`src/rtl/uart_pkg.sv`:
```
// Shared definitions for the UART receive path: default data width,
// error-counter width, the data word type, FIFO control states and a
// saturating-increment helper for the diagnostic counters.
package uart_pkg;

  localparam int BIT_WIDTH = 8;
  localparam int ERR_W     = 8;

  typedef logic [BIT_WIDTH-1:0] data_t;
  typedef logic [ERR_W-1:0]     err_t;

  // Control state of the receive FIFO, implied by its occupancy.
  typedef enum logic [1:0] {
    ST_EMPTY,
    ST_PARTIAL,
    ST_FULL
  } fifo_state_e;

  // Increment that sticks at the all-ones value instead of wrapping.
  function automatic err_t sat_inc(input err_t v);
    return (&v) ? v : v + err_t'(1);
  endfunction

endpackage

```
`src/rtl/uart_rx_fifo_if.sv`:
```
// Valid/ready stream carrying received bytes from the FIFO to its consumer.
interface uart_rx_fifo_if #(
  parameter int BIT_WIDTH = 8
) ();

  logic [BIT_WIDTH-1:0] m_data;
  logic                 m_valid;
  logic                 m_ready;

  // FIFO side: presents data, observes backpressure.
  modport master (output m_data, output m_valid, input m_ready);
  // Consumer side.
  modport slave  (input m_data, input m_valid, output m_ready);

endinterface

```
`src/rtl/uart_fifo_mem.sv`:
```
// DEPTH x BIT_WIDTH register array: one synchronous write port and one
// combinational read port. Storage is not reset.
module uart_fifo_mem #(
  parameter int BIT_WIDTH = 8,
  parameter int DEPTH     = 16
) (
  input  logic                     clk,
  input  logic                     we,
  input  logic [$clog2(DEPTH)-1:0] waddr,
  input  logic [BIT_WIDTH-1:0]     wdata,
  input  logic [$clog2(DEPTH)-1:0] raddr,
  output logic [BIT_WIDTH-1:0]     rdata
);

  logic [BIT_WIDTH-1:0] mem [DEPTH];

  // Write port.
  // NOTE: storage has no reset; validity is tracked by the level counter,
  // so clearing the array would only cost flops and reset routing.
  always_ff @(posedge clk) begin
    if (we) mem[waddr] <= wdata;
  end

  assign rdata = mem[raddr];

endmodule

```
`src/rtl/uart_rx_fifo.sv`:
```
// Receive-side buffer behind the UART receiver. Good frames enter a
// first-word-fall-through FIFO drained over a valid/ready stream; bad
// frames and overruns are dropped. Optional diagnostics (sticky overflow
// flag and saturating frame-error / overrun counters) are built only when
// UART_RX_FIFO_ERR_CNT_EN is defined; otherwise those outputs read 0.
module uart_rx_fifo #(
  parameter int BIT_WIDTH = uart_pkg::BIT_WIDTH,
  parameter int DEPTH     = 16,
  parameter int ERR_W     = uart_pkg::ERR_W
) (
  input  logic                     clk,
  input  logic                     rst,
  input  logic                     clr,
  input  logic [BIT_WIDTH-1:0]     rx_byte,
  input  logic                     rx_strobe,
  input  logic                     rx_ok,
  uart_rx_fifo_if.master           m_if,
  output logic [$clog2(DEPTH):0]   level,
  output logic                     overflow,
  output logic [ERR_W-1:0]         frame_err_cnt,
  output logic [ERR_W-1:0]         overrun_cnt
);

  import uart_pkg::*;

  localparam int AW = $clog2(DEPTH);
  localparam int LW = AW + 1;

  logic [AW-1:0] wr_ptr;
  logic [AW-1:0] rd_ptr;
  fifo_state_e   state;
  logic          full;
  logic          push;
  logic          pop;

  // Decode the control state from the occupancy counter.
  // NOTE: every variable written here gets a default first, so no path
  // leaves it unassigned and no latch is inferred.
  always_comb begin
    state = ST_PARTIAL;
    if (level == '0)               state = ST_EMPTY;
    else if (level == LW'(DEPTH))  state = ST_FULL;
  end

  assign full           = (state == ST_FULL);
  assign m_if.m_valid   = (state != ST_EMPTY);
  assign pop            = m_if.m_valid & m_if.m_ready;
  assign push           = rx_strobe & rx_ok & (~full | pop);

  // Pointers and occupancy; clr wins over push and pop.
  // NOTE: state registers use non-blocking assignments so every flop
  // samples the pre-edge values regardless of statement order.
  always_ff @(posedge clk or posedge rst) begin
    if (rst) begin
      wr_ptr <= '0;
      rd_ptr <= '0;
      level  <= '0;
    end else if (clr) begin
      wr_ptr <= '0;
      rd_ptr <= '0;
      level  <= '0;
    end else begin
      if (push) wr_ptr <= wr_ptr + AW'(1);
      if (pop)  rd_ptr <= rd_ptr + AW'(1);
      if (push && !pop)      level <= level + LW'(1);
      else if (pop && !push) level <= level - LW'(1);
    end
  end

  uart_fifo_mem #(
    .BIT_WIDTH (BIT_WIDTH),
    .DEPTH     (DEPTH)
  ) u_mem (
    .clk   (clk),
    .we    (push & ~clr),
    .waddr (wr_ptr),
    .wdata (rx_byte),
    .raddr (rd_ptr),
    .rdata (m_if.m_data)
  );

`ifdef UART_RX_FIFO_ERR_CNT_EN
  logic frame_err;
  logic overrun;

  assign frame_err = rx_strobe & ~rx_ok;
  assign overrun   = rx_strobe & rx_ok & full & ~pop;

  // Diagnostics: sticky overflow flag and saturating error counters.
  always_ff @(posedge clk or posedge rst) begin
    if (rst) begin
      overflow      <= 1'b0;
      frame_err_cnt <= '0;
      overrun_cnt   <= '0;
    end else if (clr) begin
      overflow      <= 1'b0;
      frame_err_cnt <= '0;
      overrun_cnt   <= '0;
    end else begin
      if (frame_err) frame_err_cnt <= sat_inc(frame_err_cnt);
      if (overrun) begin
        overrun_cnt <= sat_inc(overrun_cnt);
        overflow    <= 1'b1;
      end
    end
  end
`else
  assign overflow      = 1'b0;
  assign frame_err_cnt = '0;
  assign overrun_cnt   = '0;
`endif

endmodule

```
`src/flat_wrapper.sv`:
```
// flat-port wrapper written by rule: the top's interface ports become plain ports
module uart_rx_fifo_flat import uart_pkg::*;
#(
  parameter int BIT_WIDTH = uart_pkg::BIT_WIDTH,
  parameter int DEPTH     = 16,
  parameter int ERR_W     = uart_pkg::ERR_W
)
  (clk, rst, clr, rx_byte, rx_strobe, rx_ok, level, overflow, frame_err_cnt, overrun_cnt, m_if_m_data, m_if_m_valid, m_if_m_ready);
  uart_rx_fifo_if #(.BIT_WIDTH(BIT_WIDTH)) m_if_i ();
  input  logic clk;
  input  logic rst;
  input  logic clr;
  input  logic [BIT_WIDTH-1:0] rx_byte;
  input  logic rx_strobe;
  input  logic rx_ok;
  output logic [$clog2(DEPTH):0] level;
  output logic overflow;
  output logic [ERR_W-1:0] frame_err_cnt;
  output logic [ERR_W-1:0] overrun_cnt;
  output wire logic [$bits(m_if_i.m_data)-1:0] m_if_m_data;
  output wire logic [$bits(m_if_i.m_valid)-1:0] m_if_m_valid;
  input wire logic [$bits(m_if_i.m_ready)-1:0] m_if_m_ready;
  assign m_if_m_data = m_if_i.m_data;
  assign m_if_m_valid = m_if_i.m_valid;
  assign m_if_i.m_ready = m_if_m_ready;
  uart_rx_fifo #(.BIT_WIDTH(BIT_WIDTH), .DEPTH(DEPTH), .ERR_W(ERR_W)) u_core (.clk(clk), .rst(rst), .clr(clr), .rx_byte(rx_byte), .rx_strobe(rx_strobe), .rx_ok(rx_ok), .m_if(m_if_i), .level(level), .overflow(overflow), .frame_err_cnt(frame_err_cnt), .overrun_cnt(overrun_cnt));
endmodule
```
`config.mk`:
```
export PLATFORM = sky130hd
export DESIGN_NAME = uart_rx_fifo_flat
export DESIGN_NICKNAME = d
export VERILOG_FILES = /design/src/rtl/uart_pkg.sv /design/src/rtl/uart_rx_fifo_if.sv /design/src/rtl/uart_fifo_mem.sv /design/src/rtl/uart_rx_fifo.sv /design/src/flat_wrapper.sv
export SDC_FILE = /design/constraint.sdc
export NUM_CORES = 1
export LEC_CHECK = 0
export ABC_CLOCK_PERIOD_IN_PS = 4950
export BUFFER_PORTS_ARGS = -buffer_cell sky130_fd_sc_hd__buf_2
export CAP_MARGIN = 15
export CORE_UTILIZATION = 40
export CTS_CLUSTER_DIAMETER = 80
export DETAILED_ROUTE_END_ITERATION = 7
export PLACE_DENSITY = 0.57
export SYNTH_ARGS = -nofsm -noshare
export SYNTH_HDL_FRONTEND = slang
export SYNTH_SLANG_ARGS = --single-unit
```
`constraint.sdc`:
```
create_clock -name clk -period 4.95 [get_ports clk]
set_clock_uncertainty 0.15 [all_clocks]
set_input_delay 0.495 -clock clk [delete_from_list [all_inputs] [get_ports clk]]
set_output_delay 0.495 -clock clk [all_outputs]
set_load 0.005 [all_outputs]
```
==> flow_summary_export.csv, run 1 <==
group,metric,value,unit
cts,post_cts_buffers,0,
place,post-dp-hpwl,6.88,mm
worst_setup_path,worst_path_largest_cell_delay,1.05,ns
cts,clock_sinks,141,
worst_setup_path,worstSetupPathType,"reg2out",
cts,cts-buffers-inserted,17,
worst_setup_path,cp.arrival,2.83,ns
cts,clk_path_buf_depth,2,
pwr,vdd.ir_drop.worst,0.268,mV
worst_hold_path,min-delay-path-class,"in2reg",
cts,worstSkewPairLatency,0.41,ns
worst_setup_path,reg2reg_depth,8,
synth,muxShareOfSynthArea,0.173,
pwr,static-leakage-power,2.38,nW
worst_setup_path,capture_point_of_the_worst_reg_to_reg_path,"u_core.level[4]",
synth,synth.avg_cell_area,19.4,µm²
global_routing,first_global_vias,2878,
synth,postSynthRegisterBits,141,
layout,drive_above_1_share,0.218,
floorplanning,design.portCount,45,
timing,finalWorstPathRequiredPeriod,3.47,ns
pwr,design_power_total,0.00308,W
worst_setup_path,launch_point_of_the_worst_reg_to_reg_path,"u_core.level[0]",
timing,report.final.slew_viol_count,0,
cts,cts_resized,0,
layout,layoutNonFillerInstCount,547,
synth,synth-compound-area-share,0.0243,
worst_setup_path,crit_end,"m_if_m_data[2]",
worst_setup_path,critPathCaptureType,"output port",
worst_setup_path,cp.required,4.30,ns
timing,worst_pin_slew,1.18,ns
worst_setup_path,r2r_setup_slack,1.71,ns
status,result_of_the_run,"complete, no violations",
place,post-place-cells,512,
floorplanning,die_x,126,µm
cts,tritoncts,"yes",
timing,setup_repair_after_global_routing_missed_its_margin,"no",
floorplanning,floorplan.die.height,126,µm
routing,drt_iter0_markers,300,
timing,postLayoutSetupSlackWorst,1.48,ns
cts,library_cell_used_as_clock_root_buffer,"clkbuf_16",
place,port_buffers,27,
synth,yosys_most_used_dff,"edfxtp_1",
timing,fmax,288,MHz
place,gp_routability_congestion,0.731,
routing,drcViolationCount,0,
pwr,pwr_density_cell,445,nW/µm²
routing,route.vias.total,2863,
layout,design.final.nets,374,
worst_setup_path,critical-path-slowest-cell,"dfrtp_2",
worst_setup_path,cpLargestDelayFamily,"multiplexers",
timing,worst_slew_margin_rel,0.207,
place,place_worst_setup_slack,1.75,ns
global_routing,grt_first_pass_wirelength,17.8,mm
cts,postCtsHoldBufs,1,
worst_setup_path,worst-path-max-fanout,35,
layout,antenna_cells,0,
cts,clk_pin_slew,0.06,ns
worst_setup_path,cp_cell_sequence,"mux4_1 > mux4_2 > buf_2",
worst_setup_path,worstPathBufferInverterCount,1,
synth,synth_cells,316,
worst_setup_path,critical_path_depth,3,
synth,synth_area,6120,µm²
routing,routed_via_density,5.23,
synth,post_synth_edffs,128,
floorplanning,core.rowCount,44,
global_routing,groute.usage.overall,0.162,
floorplanning,core_region_area,14800,µm²
timing,fin_tns_setup,0,ns
timing,finalHoldViolations,0,
timing,timing.hold.ws,0.306,ns
synth,post_synth_num_cell_types,45,
global_routing,number_of_antenna_violations_at_the_first_check_in_global_routing,1,
synth,dominant_combinational_cell_family_by_area_after_synthesis,"multiplexers",
worst_setup_path,timing.critical_path.from_type,"flop",
global_routing,grt_start_max_net_pins,36,
layout,syn2layout_area_growth,13.0,%
floorplanning,initial_core_util,0.415,
synth,seq_area_frac_synth,0.681,
synth,synth-warning-count,0,
timing,setup-violations-final,0,
routing,totalWireLength,11.8,mm
worst_setup_path,critPathLaunch,"u_core.rd_ptr[0]",
routing,route.detailed.wl_per_inst,21.6,µm
synth,post_synth_and_or_nand_nor_area_fraction,0.0492,
routing,drt_pre_antenna_iters,4,
cts,htree_levels,4,
global_routing,globalRouteOverflowTotal,0,
synth,yosys.area_share.adder,0.0217,
timing,post-route-period-util,0.702,
routing,antenna_violating_nets_left,0,
flow_run,timing.max_cap.violations,0,
synth,postSynth.asyncResetShare,0.0922,
floorplanning,design.die.area,15800,µm²
synth,synth-xor-area-share,0.0100,
[synth_stat cells, drive strengths merged (3+ instances only)]
cell type | count | area share
a21oi | 7 | 0.0069
and2 | 13 | 0.013
buf | 23 | 0.030
clkbuf | 8 | 0.0049
dfrtp | 13 | 0.053
edfxtp | 128 | 0.63
ha | 9 | 0.018
inv | 9 | 0.0055
mux2 | 3 | 0.0055
mux4 | 40 | 0.17
nand2 | 5 | 0.0031
nand3 | 6 | 0.0049
nor2 | 15 | 0.0092
o211ai | 3 | 0.0037
xnor2 | 4 | 0.0057
xor2 | 3 | 0.0043
[how the worst min path moves through the flow]
stage,cells past startpoint,startpoint,endpoint
5_1_grt,1,rx_byte[1],u_core.u_mem.mem[3][1]
3_5_place_dp,2,rst,u_core.level[3]
2_1_floorplan,1,rst,u_core.level[0]
6_report,1,rx_byte[1],u_core.u_mem.mem[3][1]
4_1_cts,1,rx_byte[1],u_core.u_mem.mem[3][1]
3_3_place_gp,2,rst,u_core.level[4]
[flip-flops by register name, indices dropped and copies added, names as in the netlist]
register / flops
u_core.wr_ptr: 4
u_core.level: 5
u_core.rd_ptr: 4
u_core.u_mem.mem: 128
[where the power goes]
group | total [W] | switching, W | internal, W | leakage (nW)
Sequential | 0.00144 | 0.000118 | 0.00132 | 1.32
Clock | 0.00119 | 0.000459 | 0.000730 | 0.268
Combinational | 0.000449 | 0.000176 | 0.000273 | 0.787
[area by class of cell]
| class | count | area [µm²] |
|---|---|---|
| inverter | 9 | 33.8 |
| clock inverter | 14 | 128 |
| tap | 184 | 230 |
| clock buffer | 18 | 429 |
| multi-input combinational | 151 | 1770 |
| fill | 1244 | 7830 |
| timing repair buffer | 30 | 164 |
| sequential | 141 | 4170 |
[layout by cell type, fill, tap and decap left out, drive strengths merged, types with 2 or more instances in the layout]
cell	instances
a21oi	7
ha	9
clkinvlp	3
o21ai	2
and2	13
inv	9
or4	2
clkinv	9
xnor2	4
a211oi	2
nor2	15
nor4	2
conb	17
edfxtp	128
nand3	6
mux2	3
bufinv	2
mux4	40
nor2b	2
a41oi	2
nand2	5
clkbuf	18
buf	29
dfrtp	13
o211ai	3
a21o	2
xor2	3
and3	2
[metal layers]
metal,part of all wire,GRT usage,up-vias
li1,-,-,1323
met1,0.47,0.212,1458
met3,0.030,0.0404,14
met5,0.0012,0,-
met4,0.014,0.0689,2
met2,0.49,0.257,66
[worst reg2reg max path: cells and delay by family (launching register included)]
kind                     cells  cell delay [ns]
adder cells (fa/ha/maj)      1             0.39
flip-flops                   1             0.47
AO/OA/AOI/OAI                3             0.97
AND/OR/NAND/NOR              4             1.17
[cells by family after synthesis]
logic type      after synthesis
compound gates               21
xor+xnor                      7
fa+ha+maj                    10
buf+inv                      40
flops                       141
mux                          44
other cells                   1
simple gates                 52
[through the flow]
step                      cell area (µm²)  utilization
final                                6920        0.469
after global routing                 6920        0.469
after CTS                            6900        0.468
after detailed placement             6340        0.429
after global placement               6340        0.429
after floorplan                      6180            -
Note: power is estimated with default switching activity, not from simulation.
==> run 2, diff against run 1 <==
--- a/config.mk
+++ b/config.mk
@@ -5,7 +5,7 @@
 export SDC_FILE = /design/constraint.sdc
 export NUM_CORES = 1
 export LEC_CHECK = 0
-export ABC_CLOCK_PERIOD_IN_PS = 4950
+export ABC_CLOCK_PERIOD_IN_PS = 3600
 export BUFFER_PORTS_ARGS = -buffer_cell sky130_fd_sc_hd__buf_2
 export CAP_MARGIN = 15
 export CORE_UTILIZATION = 40
==> constraint.sdc (replaced) <==
create_clock -name clk -period 3.6 [get_ports clk]
set_clock_uncertainty 0.15 [all_clocks]
set_input_delay 0.36 -clock clk [delete_from_list [all_inputs] [get_ports clk]]
set_output_delay 0.36 -clock clk [all_outputs]
set_load 0.005 [all_outputs]
==> flow_summary_export.csv, run 2 (synthesized netlist as in run 1, its figures left out) <==
group,metric,value,unit
status,result_of_the_run,"complete, no violations",
cts,htree_levels,4,
worst_setup_path,r2r_setup_slack,0.41,ns
floorplanning,design.die.area,15800,µm²
worst_setup_path,cp.required,3.78,ns
timing,worst_pin_slew,0.742,ns
global_routing,globalRouteOverflowTotal,0,
routing,dr.max_layer_used,"met5",
layout,multi_input_comb_area,1770,µm²
cts,tritoncts,"yes",
layout,layout.core_utilization,0.479,
cts,clk_pin_slew,0.06,ns
place,port_buffers,27,
cts,postCtsHoldBufs,1,
routing,antenna_violating_nets_left,0,
floorplanning,core_region_area,14800,µm²
worst_setup_path,timing.critical_path.from_type,"flop",
routing,drcViolationCount,0,
worst_setup_path,critPathCaptureType,"flop",
cts,post_cts_buffers,0,
timing,setup-violations-final,0,
timing,finalWorstPathRequiredPeriod,3.19,ns
worst_setup_path,launch_point_of_the_worst_reg_to_reg_path,"u_core.level[0]",
layout,largest_register_ffs,128,
layout,syn2layout_area_growth,15.3,%
place,place_worst_setup_slack,0.432,ns
routing,met3RoutedLength,453,µm
worst_hold_path,min-delay-path-class,"in2reg",
pwr,vdd.ir_drop.worst,0.379,mV
global_routing,grt_first_pass_wirelength,18.2,mm
timing,finalHoldViolations,0,
flow_run,timing.max_cap.violations,0,
routing,drt_pre_antenna_iters,4,
cts,worstSkewPairLatency,0.42,ns
layout,final_design_area_no_fill,7060,µm²
routing,routed_via_density,5.27,
worst_setup_path,crit_end,"u_core.level[4]",
worst_setup_path,worstSetupPathType,"reg2reg",
floorplanning,initial_core_util,0.415,
routing,route.vias.total,2910,
timing,timing.hold.ws,0.170,ns
layout,top_regs,"u_core.u_mem.mem: 128 flops, u_core.level: 5 flops",
timing,postLayoutSetupSlackWorst,0.409,ns
floorplanning,design.portCount,45,
worst_setup_path,critPathLaunch,"u_core.level[0]",
worst_setup_path,reg2reg_depth,8,
worst_setup_path,worst-path-max-fanout,8,
cts,library_cell_used_as_clock_root_buffer,"clkbuf_16",
layout,final.fill_count,1222,
place,gp_routability_congestion,0.752,
timing,fmax,313,MHz
routing,route.detailed.wl_per_inst,21.2,µm
floorplanning,core.rowCount,44,
place,placedInstanceArea,6400,µm²
layout,sequential_cell_area,4170,µm²
worst_setup_path,capture_point_of_the_worst_reg_to_reg_path,"u_core.level[4]",
layout,drive_above_1_share,0.226,
cts,cts_resized,0,
routing,routedLengthMet1,5.13,mm
cts,cts-buffers-inserted,17,
pwr,pwr_density_cell,645,nW/µm²
global_routing,groute.usage.overall,0.164,
global_routing,grt_start_max_net_pins,36,
floorplanning,floorplan.die.height,126,µm
worst_setup_path,cp.arrival,3.37,ns
layout,layout.cells.most_common_list,"128 x edfxtp_1, 30 x mux4_1, 27 x buf_2, 17 x conb_1, 17 x clkbuf_16",
routing,totalWireLength,11.7,mm
layout,design.final.nets,379,
timing,worst_slew_margin_rel,0.506,
place,post-dp-hpwl,7.04,mm
timing,post-route-period-util,0.887,
cts,clock_sinks,141,
global_routing,first_global_vias,3087,
timing,report.final.slew_viol_count,0,
global_routing,number_of_antenna_violations_at_the_first_check_in_global_routing,1,
timing,fin_tns_setup,0,ns
cts,clk_path_buf_depth,2,
pwr,static-leakage-power,2.46,nW
layout,antenna_cells,0,
timing,setup_repair_after_global_routing_missed_its_margin,"no",
layout,max_flop_register,"u_core.u_mem.mem",
routing,drt_iter0_markers,226,
routing,routed-wl-met2,5.92,mm
floorplanning,die_x,126,µm
layout,leading_cell_type_in_the_layout_fill_and_taps_excluded,"edfxtp_1",
[run 2: changes by cell type in the layout (fill, tap and decap cells not counted)]
cell,delta
buf_4,+5
bufinv_16,+4
clkinv_2,-2
clkinvlp_4,-2
buf_12,+1
buf_6,-1
dfrtp_1,+1
dfrtp_2,-1
[run 2: per-stage QoR]
| step | cells | power [W] |
|---|---|---|
| 2_1_floorplan | 332 | 0.00249 |
| 3_3_place_gp | 519 | 0.00266 |
| 3_5_place_dp | 519 | 0.00267 |
| 4_1_cts | 552 | 0.00460 |
| 5_1_grt | 552 | 0.00474 |
| 6_report | 552 | 0.00456 |
[run 2: worst min path at each step]
stage | endpoint | startpoint | cells after the start
4_1_cts | u_core.u_mem.mem[9][5] | rx_byte[5] | 1
6_report | u_core.u_mem.mem[4][4] | rx_byte[4] | 1
5_1_grt | u_core.u_mem.mem[4][4] | rx_byte[4] | 1
3_5_place_dp | u_core.rd_ptr[1] | rst | 2
2_1_floorplan | u_core.level[0] | rst | 1
3_3_place_gp | u_core.rd_ptr[1] | rst | 2
[run 2: area by class of cell]
type | instances | area share
sequential | 141 | 0.591
multi-input combinational | 151 | 0.250
clock buffer | 18 | 0.0608
tap | 184 | 0.0326
clock inverter | 14 | 0.0315
timing repair buffer | 35 | 0.0298
inverter | 9 | 0.00478
[run 2: worst max-delay path, cell delays in order (launching register included)]
cell	delay, ns
dfrtp_1	0.48
nor4_4	0.50
nor2_1	0.08
o21ai_0	0.52
ha_1	0.39
a21oi_1	0.20
nand2_1	0.11
or4_1	0.47
a41oi_1	0.21
[run 2: where the power goes]
group	switching (W)	total (W)	internal, W	leakage (nW)
clock network	0.000642	0.00193	0.00129	0.316
registers	0.0000816	0.00190	0.00182	1.32
logic	0.000326	0.000724	0.000398	0.816
total	0.00105	0.00456	0.00351	2.46
[run 2: layer usage]
layer | vias to the layer above | global-route usage
met5 | - | 0
li1 | 1340 | -
met1 | 1484 | 0.204
met2 | 66 | 0.274
met4 | 2 | 0.0689
met3 | 18 | 0.0387
